===== config.mk =====
export PLATFORM = sky130hd
export DESIGN_NAME = board_io_conditioner
export DESIGN_NICKNAME = d
export VERILOG_FILES = /design/src/rtl/board_io_conditioner.sv
export SDC_FILE = /design/constraint.sdc
export NUM_CORES = 1
export LEC_CHECK = 0
export BUFFER_PORTS_ARGS = -buffer_cell sky130_fd_sc_hd__buf_4
export CORE_UTILIZATION = 50
export DETAILED_ROUTE_END_ITERATION = 12
export GPL_TIMING_DRIVEN = 0
export PLACE_DENSITY = 0.72
export SYNTH_ARGS = -nofsm -noshare
export SYNTH_HDL_FRONTEND = slang
export SYNTH_SLANG_ARGS = --single-unit

===== constraint.sdc =====
create_clock -name CLK -period 1.4 [get_ports CLK]
set_input_delay 0.28 -clock CLK [delete_from_list [all_inputs] [get_ports CLK]]
set_output_delay 0.28 -clock CLK [all_outputs]
set_load 0.01 [all_outputs]

===== src/rtl/board_io_conditioner.sv =====
// Board I/O conditioner: button synchronise/debounce with press/release
// pulses, power-on and long-press software reset sequencing for the core,
// and a global-brightness PWM stage for the LED outputs.
//
// dbg_state_o exposes the reset FSM state:
//   0 = POR, 1 = RUN, 2 = SWRST, 3 = WAIT_REL.
module board_io_conditioner #(
  parameter int                N_BTN          = 4,
  parameter logic [N_BTN-1:0]  BTN_ACTIVE_LOW = 4'b0001,
  parameter int                DEB_CYCLES     = 16,
  parameter int                POR_CYCLES     = 8,
  parameter int                RST_BTN        = 0,
  parameter int                LONG_CYCLES    = 64,
  parameter int                N_LED          = 8,
  parameter int                PWM_BITS       = 4
) (
  input  logic                CLK,
  input  logic                rst_n,
  input  logic [N_BTN-1:0]    btn_raw,
  output logic [N_BTN-1:0]    btn_level,
  output logic [N_BTN-1:0]    btn_press,
  output logic [N_BTN-1:0]    btn_release,
  output logic                core_rst_n,
  input  logic [N_LED-1:0]    led_in,
  input  logic [PWM_BITS-1:0] led_duty,
  output logic [N_LED-1:0]    led_out,
  output logic [1:0]          dbg_state_o
);

  // Debounce counter is wide enough to hold DEB_CYCLES-1, the terminal count.
  localparam int             DW       = $clog2(DEB_CYCLES);
  localparam logic [DW-1:0]  DEB_LAST = DW'(DEB_CYCLES - 1);

  // One shared FSM counter covers both the reset pulse and the hold timer.
  localparam int             CMAX     = (LONG_CYCLES > POR_CYCLES) ? LONG_CYCLES : POR_CYCLES;
  localparam int             CW       = $clog2(CMAX + 1);
  localparam logic [CW-1:0]  POR_LAST  = CW'(POR_CYCLES - 1);
  localparam logic [CW-1:0]  LONG_LAST = CW'(LONG_CYCLES - 1);

  typedef enum logic [1:0] {
    ST_POR      = 2'd0,
    ST_RUN      = 2'd1,
    ST_SWRST    = 2'd2,
    ST_WAIT_REL = 2'd3
  } state_t;

  // ---------------------------------------------------------------------------
  // Button path
  // ---------------------------------------------------------------------------
  logic [N_BTN-1:0]          sync1_q, sync2_q;
  logic [N_BTN-1:0]          btn_norm;
  logic [N_BTN-1:0][DW-1:0]  deb_cnt_q, deb_cnt_d;
  logic [N_BTN-1:0]          level_q, level_d;
  logic [N_BTN-1:0]          press_q, press_d;
  logic [N_BTN-1:0]          release_q, release_d;

  // Two-flop synchronizer; reset value is the idle (not pressed) pin level.
  always_ff @(posedge CLK or negedge rst_n) begin
    if (!rst_n) begin
      sync1_q <= BTN_ACTIVE_LOW;
      sync2_q <= BTN_ACTIVE_LOW;
    end else begin
      sync1_q <= btn_raw;
      sync2_q <= sync1_q;
    end
  end

  // After normalisation a 1 always means pressed, whatever the pin polarity.
  assign btn_norm = sync2_q ^ BTN_ACTIVE_LOW;

  // Debounce: count consecutive mismatching cycles; any matching cycle restarts.
  always_comb begin
    deb_cnt_d = '0;
    level_d   = level_q;
    press_d   = '0;
    release_d = '0;
    for (int i = 0; i < N_BTN; i++) begin
      if (btn_norm[i] != level_q[i]) begin
        if (deb_cnt_q[i] == DEB_LAST) begin
          level_d[i]   = btn_norm[i];
          press_d[i]   = btn_norm[i];
          release_d[i] = ~btn_norm[i];
        end else begin
          deb_cnt_d[i] = deb_cnt_q[i] + 1'b1;
        end
      end
    end
  end

  // Debounce state and edge pulses; pulses coincide with the first new level cycle.
  always_ff @(posedge CLK or negedge rst_n) begin
    if (!rst_n) begin
      deb_cnt_q <= '0;
      level_q   <= '0;
      press_q   <= '0;
      release_q <= '0;
    end else begin
      deb_cnt_q <= deb_cnt_d;
      level_q   <= level_d;
      press_q   <= press_d;
      release_q <= release_d;
    end
  end

  assign btn_level   = level_q;
  assign btn_press   = press_q;
  assign btn_release = release_q;

  // ---------------------------------------------------------------------------
  // Reset sequencer
  // ---------------------------------------------------------------------------
  state_t          state_q, state_d;
  logic [CW-1:0]   cnt_q, cnt_d;
  logic            rst_btn_level;
  logic            core_en;
  logic            core_rst_n_q;

  assign rst_btn_level = level_q[RST_BTN];

  // Next-state: POR and SWRST time the reset pulse, RUN times the hold,
  // WAIT_REL blocks a repeat reset until the button is let go.
  always_comb begin
    state_d = state_q;
    cnt_d   = cnt_q;
    case (state_q)
      ST_POR: begin
        if (cnt_q == POR_LAST) begin
          state_d = ST_RUN;
          cnt_d   = '0;
        end else begin
          cnt_d = cnt_q + 1'b1;
        end
      end
      ST_RUN: begin
        if (rst_btn_level) begin
          if (cnt_q == LONG_LAST) begin
            state_d = ST_SWRST;
            cnt_d   = '0;
          end else begin
            cnt_d = cnt_q + 1'b1;
          end
        end else begin
          cnt_d = '0;
        end
      end
      ST_SWRST: begin
        if (cnt_q == POR_LAST) begin
          state_d = ST_WAIT_REL;
          cnt_d   = '0;
        end else begin
          cnt_d = cnt_q + 1'b1;
        end
      end
      ST_WAIT_REL: begin
        cnt_d = '0;
        if (!rst_btn_level) begin
          state_d = ST_RUN;
        end
      end
      default: begin
        state_d = ST_POR;
        cnt_d   = '0;
      end
    endcase
  end

  // The core is released only in RUN and WAIT_REL; the output register adds one cycle.
  assign core_en = (state_q == ST_RUN) || (state_q == ST_WAIT_REL);

  // FSM state, counter and registered core reset.
  always_ff @(posedge CLK or negedge rst_n) begin
    if (!rst_n) begin
      state_q      <= ST_POR;
      cnt_q        <= '0;
      core_rst_n_q <= 1'b0;
    end else begin
      state_q      <= state_d;
      cnt_q        <= cnt_d;
      core_rst_n_q <= core_en;
    end
  end

  assign core_rst_n  = core_rst_n_q;
  assign dbg_state_o = state_q;

  // ---------------------------------------------------------------------------
  // LED PWM
  // ---------------------------------------------------------------------------
  logic [PWM_BITS-1:0] pwm_cnt_q;
  logic [PWM_BITS-1:0] duty_q, duty_d;
  logic                pwm_on;
  logic [N_LED-1:0]    led_d;
  logic [N_LED-1:0]    led_q;

  // A new duty is taken only as the counter wraps, so a period is never split.
  always_comb begin
    duty_d = duty_q;
    if (pwm_cnt_q == {PWM_BITS{1'b1}}) begin
      duty_d = led_duty;
    end
  end

  assign pwm_on = (pwm_cnt_q < duty_q);

  // LED drive is gated by the same enable that feeds core_rst_n, keeping both in step.
  always_comb begin
    led_d = '0;
    if (core_en && pwm_on) begin
      led_d = led_in;
    end
  end

  // Free-running PWM counter, latched duty and registered LED outputs.
  always_ff @(posedge CLK or negedge rst_n) begin
    if (!rst_n) begin
      pwm_cnt_q <= '0;
      duty_q    <= '0;
      led_q     <= '0;
    end else begin
      pwm_cnt_q <= pwm_cnt_q + 1'b1;
      duty_q    <= duty_d;
      led_q     <= led_d;
    end
  end

  assign led_out = led_q;

endmodule


==> impl_metrics.toml, run 1 <==
[status]
status = "complete, but fails checks"
violations = "setup timing"

[timing]
rsz0062_at_grt = "true"
fin_ws_ps = -72.0
max_slew_margin = 0.508
slew_viol_final = 0
finClkSkew_ps = 6.06
min_period_ps = 1470
setup_viol = 9
report.final.hold_viol_count = 0
fmax_mhz = 679
worstMarginPinSlew_ps = 738
finalCritPeriodShare = 1.05

[clock_tree]
clock-sinks = 62
clockBufferDepth = 2
cts.clk_slew.worst_paths_ps = 70
htreeDepth = 3
postCtsHoldBufs = 0
clock_latency_ps = 340
cts_inserted_buffers = 9
cts_tree = "yes"
cts_root_buffer = "clkbuf_8"

[critical_path]
crit_path_end_kind = "register"
worstSetupStartpoint = "cnt_q[3]"
crit_type = "register to register"
worstSetupStartpointType = "register"
reg2reg_slack_ps = -70
critPathMaxFanout = 3
crit_arrival_ps = 1690
r2r-start = "cnt_q[3]"
rr_worst_depth = 4
critical_path_required_ps = 1620
reg2reg_to = "dbg_state_o[1]"
worstSetupEndpoint = "dbg_state_o[1]"

[route]
firstDrtPassIters = 4
drt_iter0_markers = 71
ant_nets = 0
totalWireLength_um = 4640
drc = 0
viasPerCell = 5.13
wl_per_cell_um = 13.7
num_vias = 1740

[pwr]
leakagePower_nw = 1.60
irDropWorstVdd_mv = 0.847
finalPower_mw = 3.77
power_density_mw_per_mm2 = 1130

[floorplan]
dieArea_mm2 = 0.00546
fp.dieW_um = 73.9
core-area_mm2 = 0.00485
chipHeight_um = 73.9
start_util = 0.533
rows = 25
ioPinCount = 41

[placement]
hpwl_um = 2990
gp_congestion = 0.769
dpl.cell_count = 315
dpl_cell_area_mm2 = 0.00297
portBuffers = 40

[synthesis]
synth.largest_area_cell = "dfrtp_1"
synth.avg_cell_area_um2 = 12.4
synth_top_area_frac = 0.581
yosys_warnings = 0
synthCells = 208
syn_nets = 240
synth_cell_type_count = 36
ys_seq_area_frac = 0.601
synthTopCellsByArea = "dfrtp_1, ha_1, xnor2_1, a21oi_1, mux2_2"
yosys_register_bits = 62
syn_area_mm2 = 0.00258

[global_routing]
grt-ovfl-total = 0
antenna_found_initial = 0
grt_max_degree = 63
grt_usage = 0.189
grt_pass1_wl_um = 7470
grt_pass1_vias = 1715

[hold_path]
min_path_type = "primary input to async pin"

[cells_and_area]
design_area_mm2 = 0.00333
finalNetCount = 299
fill_cells = 357
syn_to_final_growth_pct = 28.8
stdcell_count = 339
largest_register_ffs = 16
drive_above_1_share = 0.349
top_register = "deb_cnt_q"
final_common_cell = "dfrtp_1"
layout_common_cells = "dfrtp_1, buf_4, a21oi_1"
antenna_cells = 0

[job]
drv_cap = 0
-- cells in the mapped netlist (all sizes together) --
library cell,n
nand4b,4
nor2b,5
mux2,8
o21bai,1
nor2,12
nand2,5
a21oi,17
nor3,2
ha,14
a31oi,1
nor3b,9
o22a,1
o21a,1
a41oi,1
nand4,1
dfstp,2
nand2b,1
and3,3
xnor2,10
nand3,10
o2bb2ai,1
buf,1
xor2,4
or3,1
o21ai,6
o22ai,1
or2,1
clkbuf,2
a21o,2
nand3b,9
inv,12
dfrtp,60
-- metal layers --
metal / GRT usage / vias up / share of wire
met5: 0 / - / 0
met1: 0.214 / 846 / 0.42
li1: - / 840 / -
met4: 0.0705 / 0 / 0.013
met3: 0.0850 / 8 / 0.052
met2: 0.314 / 46 / 0.51
-- cell type report --
type	count	area (um^2)	share of cell area
buffer	1	3.75	0.00113
tap	67	83.8	0.0252
inverter	12	45.0	0.0135
clock buffer	10	128	0.0383
multi-input combinational	131	1050	0.315
timing repair buffer	50	379	0.114
sequential	62	1560	0.467
clock inverter	6	86.3	0.0259
-- critical path, cell delays in order, from the launching register on --
cell     delay (ps)
dfrtp_1         390
or3_4           400
o22ai_4         150
nand3_2         120
mux2_4          310
-- metrics by stage --
stage / setup TNS (ps) / hold WS (ps) / setup slack [ps] / utilization
2_1_floorplan: -58.4 / -15.6 / -58.4 / -
3_3_place_gp: -724 / 334 / -129 / 0.613
3_5_place_dp: -1010 / 344 / -159 / 0.613
4_1_cts: -196 / 18.1 / -72.3 / 0.671
5_1_grt: -821 / 26.6 / -98.2 / 0.687
6_report: -188 / 10.7 / -72.0 / 0.687
-- power breakdown --
group	switching [mW]	internal, mW	total (mW)	leakage [nW]
sequential	0.0431	1.85	1.90	0.794
clock	0.672	0.998	1.67	0.106
combinational	0.101	0.101	0.201	0.700
total	0.816	2.95	3.77	1.60
-- worst min-delay path by stage --
stage | start | endpoint
5_1_grt | btn_raw[2] | sync1_q[2]
3_3_place_gp | sync1_q[3] | sync2_q[3]
2_1_floorplan | rst_n | btn_level[0]
3_5_place_dp | sync1_q[2] | sync2_q[2]
6_report | rst_n | deb_cnt_q[11]
4_1_cts | rst_n | deb_cnt_q[10]
-- timing repair --
item	4_1_cts	5_1_grt
setup endpoints to repair	11	16
resized for setup	6	11
buffers inserted	8	2
pin swaps	3	3
-- cell families (layout without fill, tap and decap cells) --
group	Yosys count	in the layout	synth area share
fa+ha+maj	14	14	0.0678
flops	62	62	0.601
simple gates	63	63	0.149
mux	8	8	0.0363
buf+inv	15	79	0.0218
compound gates	32	32	0.0770
xor+xnor	14	14	0.0474
(Power assumes the default switching activity.)
==> run 2, diff against run 1 <==
--- a/config.mk
+++ b/config.mk
@@ -10,6 +10,7 @@
 export DETAILED_ROUTE_END_ITERATION = 12
 export GPL_TIMING_DRIVEN = 0
 export PLACE_DENSITY = 0.72
+export SKIP_LAST_GASP = 1
 export SYNTH_ARGS = -nofsm -noshare
 export SYNTH_HDL_FRONTEND = slang
 export SYNTH_SLANG_ARGS = --single-unit
==> impl_metrics.toml, run 2 (synthesized netlist as in run 1, its figures left out) <==
[cells_and_area]
finish.utilization = 0.701
layout_common_cells = "dfrtp_1, buf_4, nor2_1"
antenna_cells = 0
finalNetCount = 301
drive_above_1_share = 0.387
top_register = "deb_cnt_q"
design_area_mm2 = 0.00340
largest_register_ffs = 16
syn_to_final_growth_pct = 31.4
final_common_cell = "dfrtp_1"

[route]
drc = 0
num_vias = 1747
wl_met2_um = 2460
ant_nets = 0
wl_met1_um = 1930
top_layer_used = "met4"
totalWireLength_um = 4720
drt_iter0_markers = 55
firstDrtPassIters = 4
wl_per_cell_um = 13.8
route.met3.wl_um = 238
viasPerCell = 5.12

[placement]
dp_slack_ps = -159
portBuffers = 40
hpwl_um = 2990
gp_congestion = 0.769
dpl_cell_area_mm2 = 0.00297

[critical_path]
worstSetupStartpointType = "register"
rr_worst_depth = 4
crit_arrival_ps = 1680
crit_type = "register to register"
reg2reg_slack_ps = -60
crit_family = "simple AND/OR/NAND/NOR gates"
critical_path_required_ps = 1620
slowest_stage = "dfrtp_1"
r2r-start = "cnt_q[4]"
critPathMaxFanout = 3
crit_path_max_incr_delay_ps = 400
reg2reg_to = "dbg_state_o[1]"
critPathBufInv = 0
crit_path_end_kind = "register"
worstPathCellList = "or3_4, o22ai_4, nand3_2, mux2_4"

[timing]
slew_viol_final = 0
finClkSkew_ps = 6.29
fin_ws_ps = -58.4
min_period_ps = 1460
worstMarginPinSlew_ps = 729
finalCritPeriodShare = 1.04
fmax_mhz = 686
setup_viol = 6
report.final.hold_viol_count = 0
rsz0062_at_grt = "true"
max_slew_margin = 0.514
whs_ps = 2.28

[global_routing]
grt_max_degree = 63
grt_pass1_wl_um = 7420
grt_usage = 0.188
grt-ovfl-total = 0
grt_pass1_vias = 1700
antenna_found_initial = 0

[pwr]
irDropWorstVdd_mv = 0.847
power_density_mw_per_mm2 = 1110
pwr-share-clk = 0.443
power_switching_mw = 0.827
internal_power_mw = 2.96
p_comb_frac = 0.055
seq_power_share = 0.501
leakagePower_nw = 1.61
sw_frac_of_total = 0.219

[clock_tree]
cts.clk_slew.worst_paths_ps = 70
clockBufferDepth = 2
cts_root_buffer = "clkbuf_8"
htreeDepth = 3
clock_latency_ps = 340
cts_tree = "yes"
cts_inserted_buffers = 9
postCtsHoldBufs = 0
clock-sinks = 62

[status]
status = "complete, but fails checks"
violations = "setup timing"

[hold_path]
min_path_type = "primary input to async pin"

[floorplan]
dieArea_mm2 = 0.00546
start_util = 0.533
ioPinCount = 41
rows = 25
chipHeight_um = 73.9
fp.dieW_um = 73.9
core-area_mm2 = 0.00485

[job]
drv_cap = 0
## run 2: cell types whose count changed in the layout (fill, tap and decap cells not counted), sizes merged
cell	change
buf	+2
## run 2: area by class of cell
class / instances / area (um^2)
Sequential cell: 62 / 1560
Fill cell: 349 / 1450
Clock buffer: 10 / 128
Multi-Input combinational cell: 131 / 1090
Tap cell: 67 / 83.8
Timing Repair Buffer: 53 / 409
Clock inverter: 6 / 86.3
Inverter: 12 / 45.0
## run 2: power groups by stage
stage / Clock (mW) / Combinational, mW / Sequential [mW]
6_report: 1.68 / 0.209 / 1.90
5_1_grt: 1.80 / 0.239 / 1.90
4_1_cts: 1.74 / 0.205 / 1.90
3_5_place_dp: 0 / 0.202 / 1.93
3_3_place_gp: 0 / 0.197 / 1.93
2_1_floorplan: 0 / 0.0862 / 1.93
## run 2: how the worst max path moves through the flow
stage / startpoint / cells after the start / slack (ps) / end
after floorplan: cnt_q[5] / 4 / -60 / dbg_state_o[1]
after global placement: cnt_q[5] / 4 / -130 / dbg_state_o[1]
after detailed placement: cnt_q[5] / 4 / -160 / dbg_state_o[1]
after CTS: cnt_q[3] / 4 / -70 / dbg_state_o[1]
after global routing: cnt_q[4] / 4 / -90 / dbg_state_o[1]
final: cnt_q[4] / 4 / -60 / dbg_state_o[1]
## run 2: repair_timing
item                                    4_1_cts  5_1_grt
gates resized for setup                       5       27
pin swaps                                     3       11
setup buffers                                 8        5
endpoints found under the setup margin       11       16
## run 2: metal layers
layer  vias up  track usage
met3         9       0.0850
met4         0       0.0705
met2        37        0.308
met1       862        0.215
met5         -            0
li1        839            -
## run 2: through the flow
step / setup TNS (ps) / instances / total power, mW
3_3_place_gp: -724 / 315 / 2.12
5_1_grt: -540 / 341 / 3.94
6_report: -147 / 341 / 3.78
3_5_place_dp: -1010 / 315 / 2.13
2_1_floorplan: -58.4 / 208 / 2.01
4_1_cts: -208 / 337 / 3.84
## run 2: worst reg2reg max path: stages (launching register included)
cell	delay (ps)
dfrtp_1	400
or3_4	390
o22ai_4	140
nand3_2	110
mux2_4	310
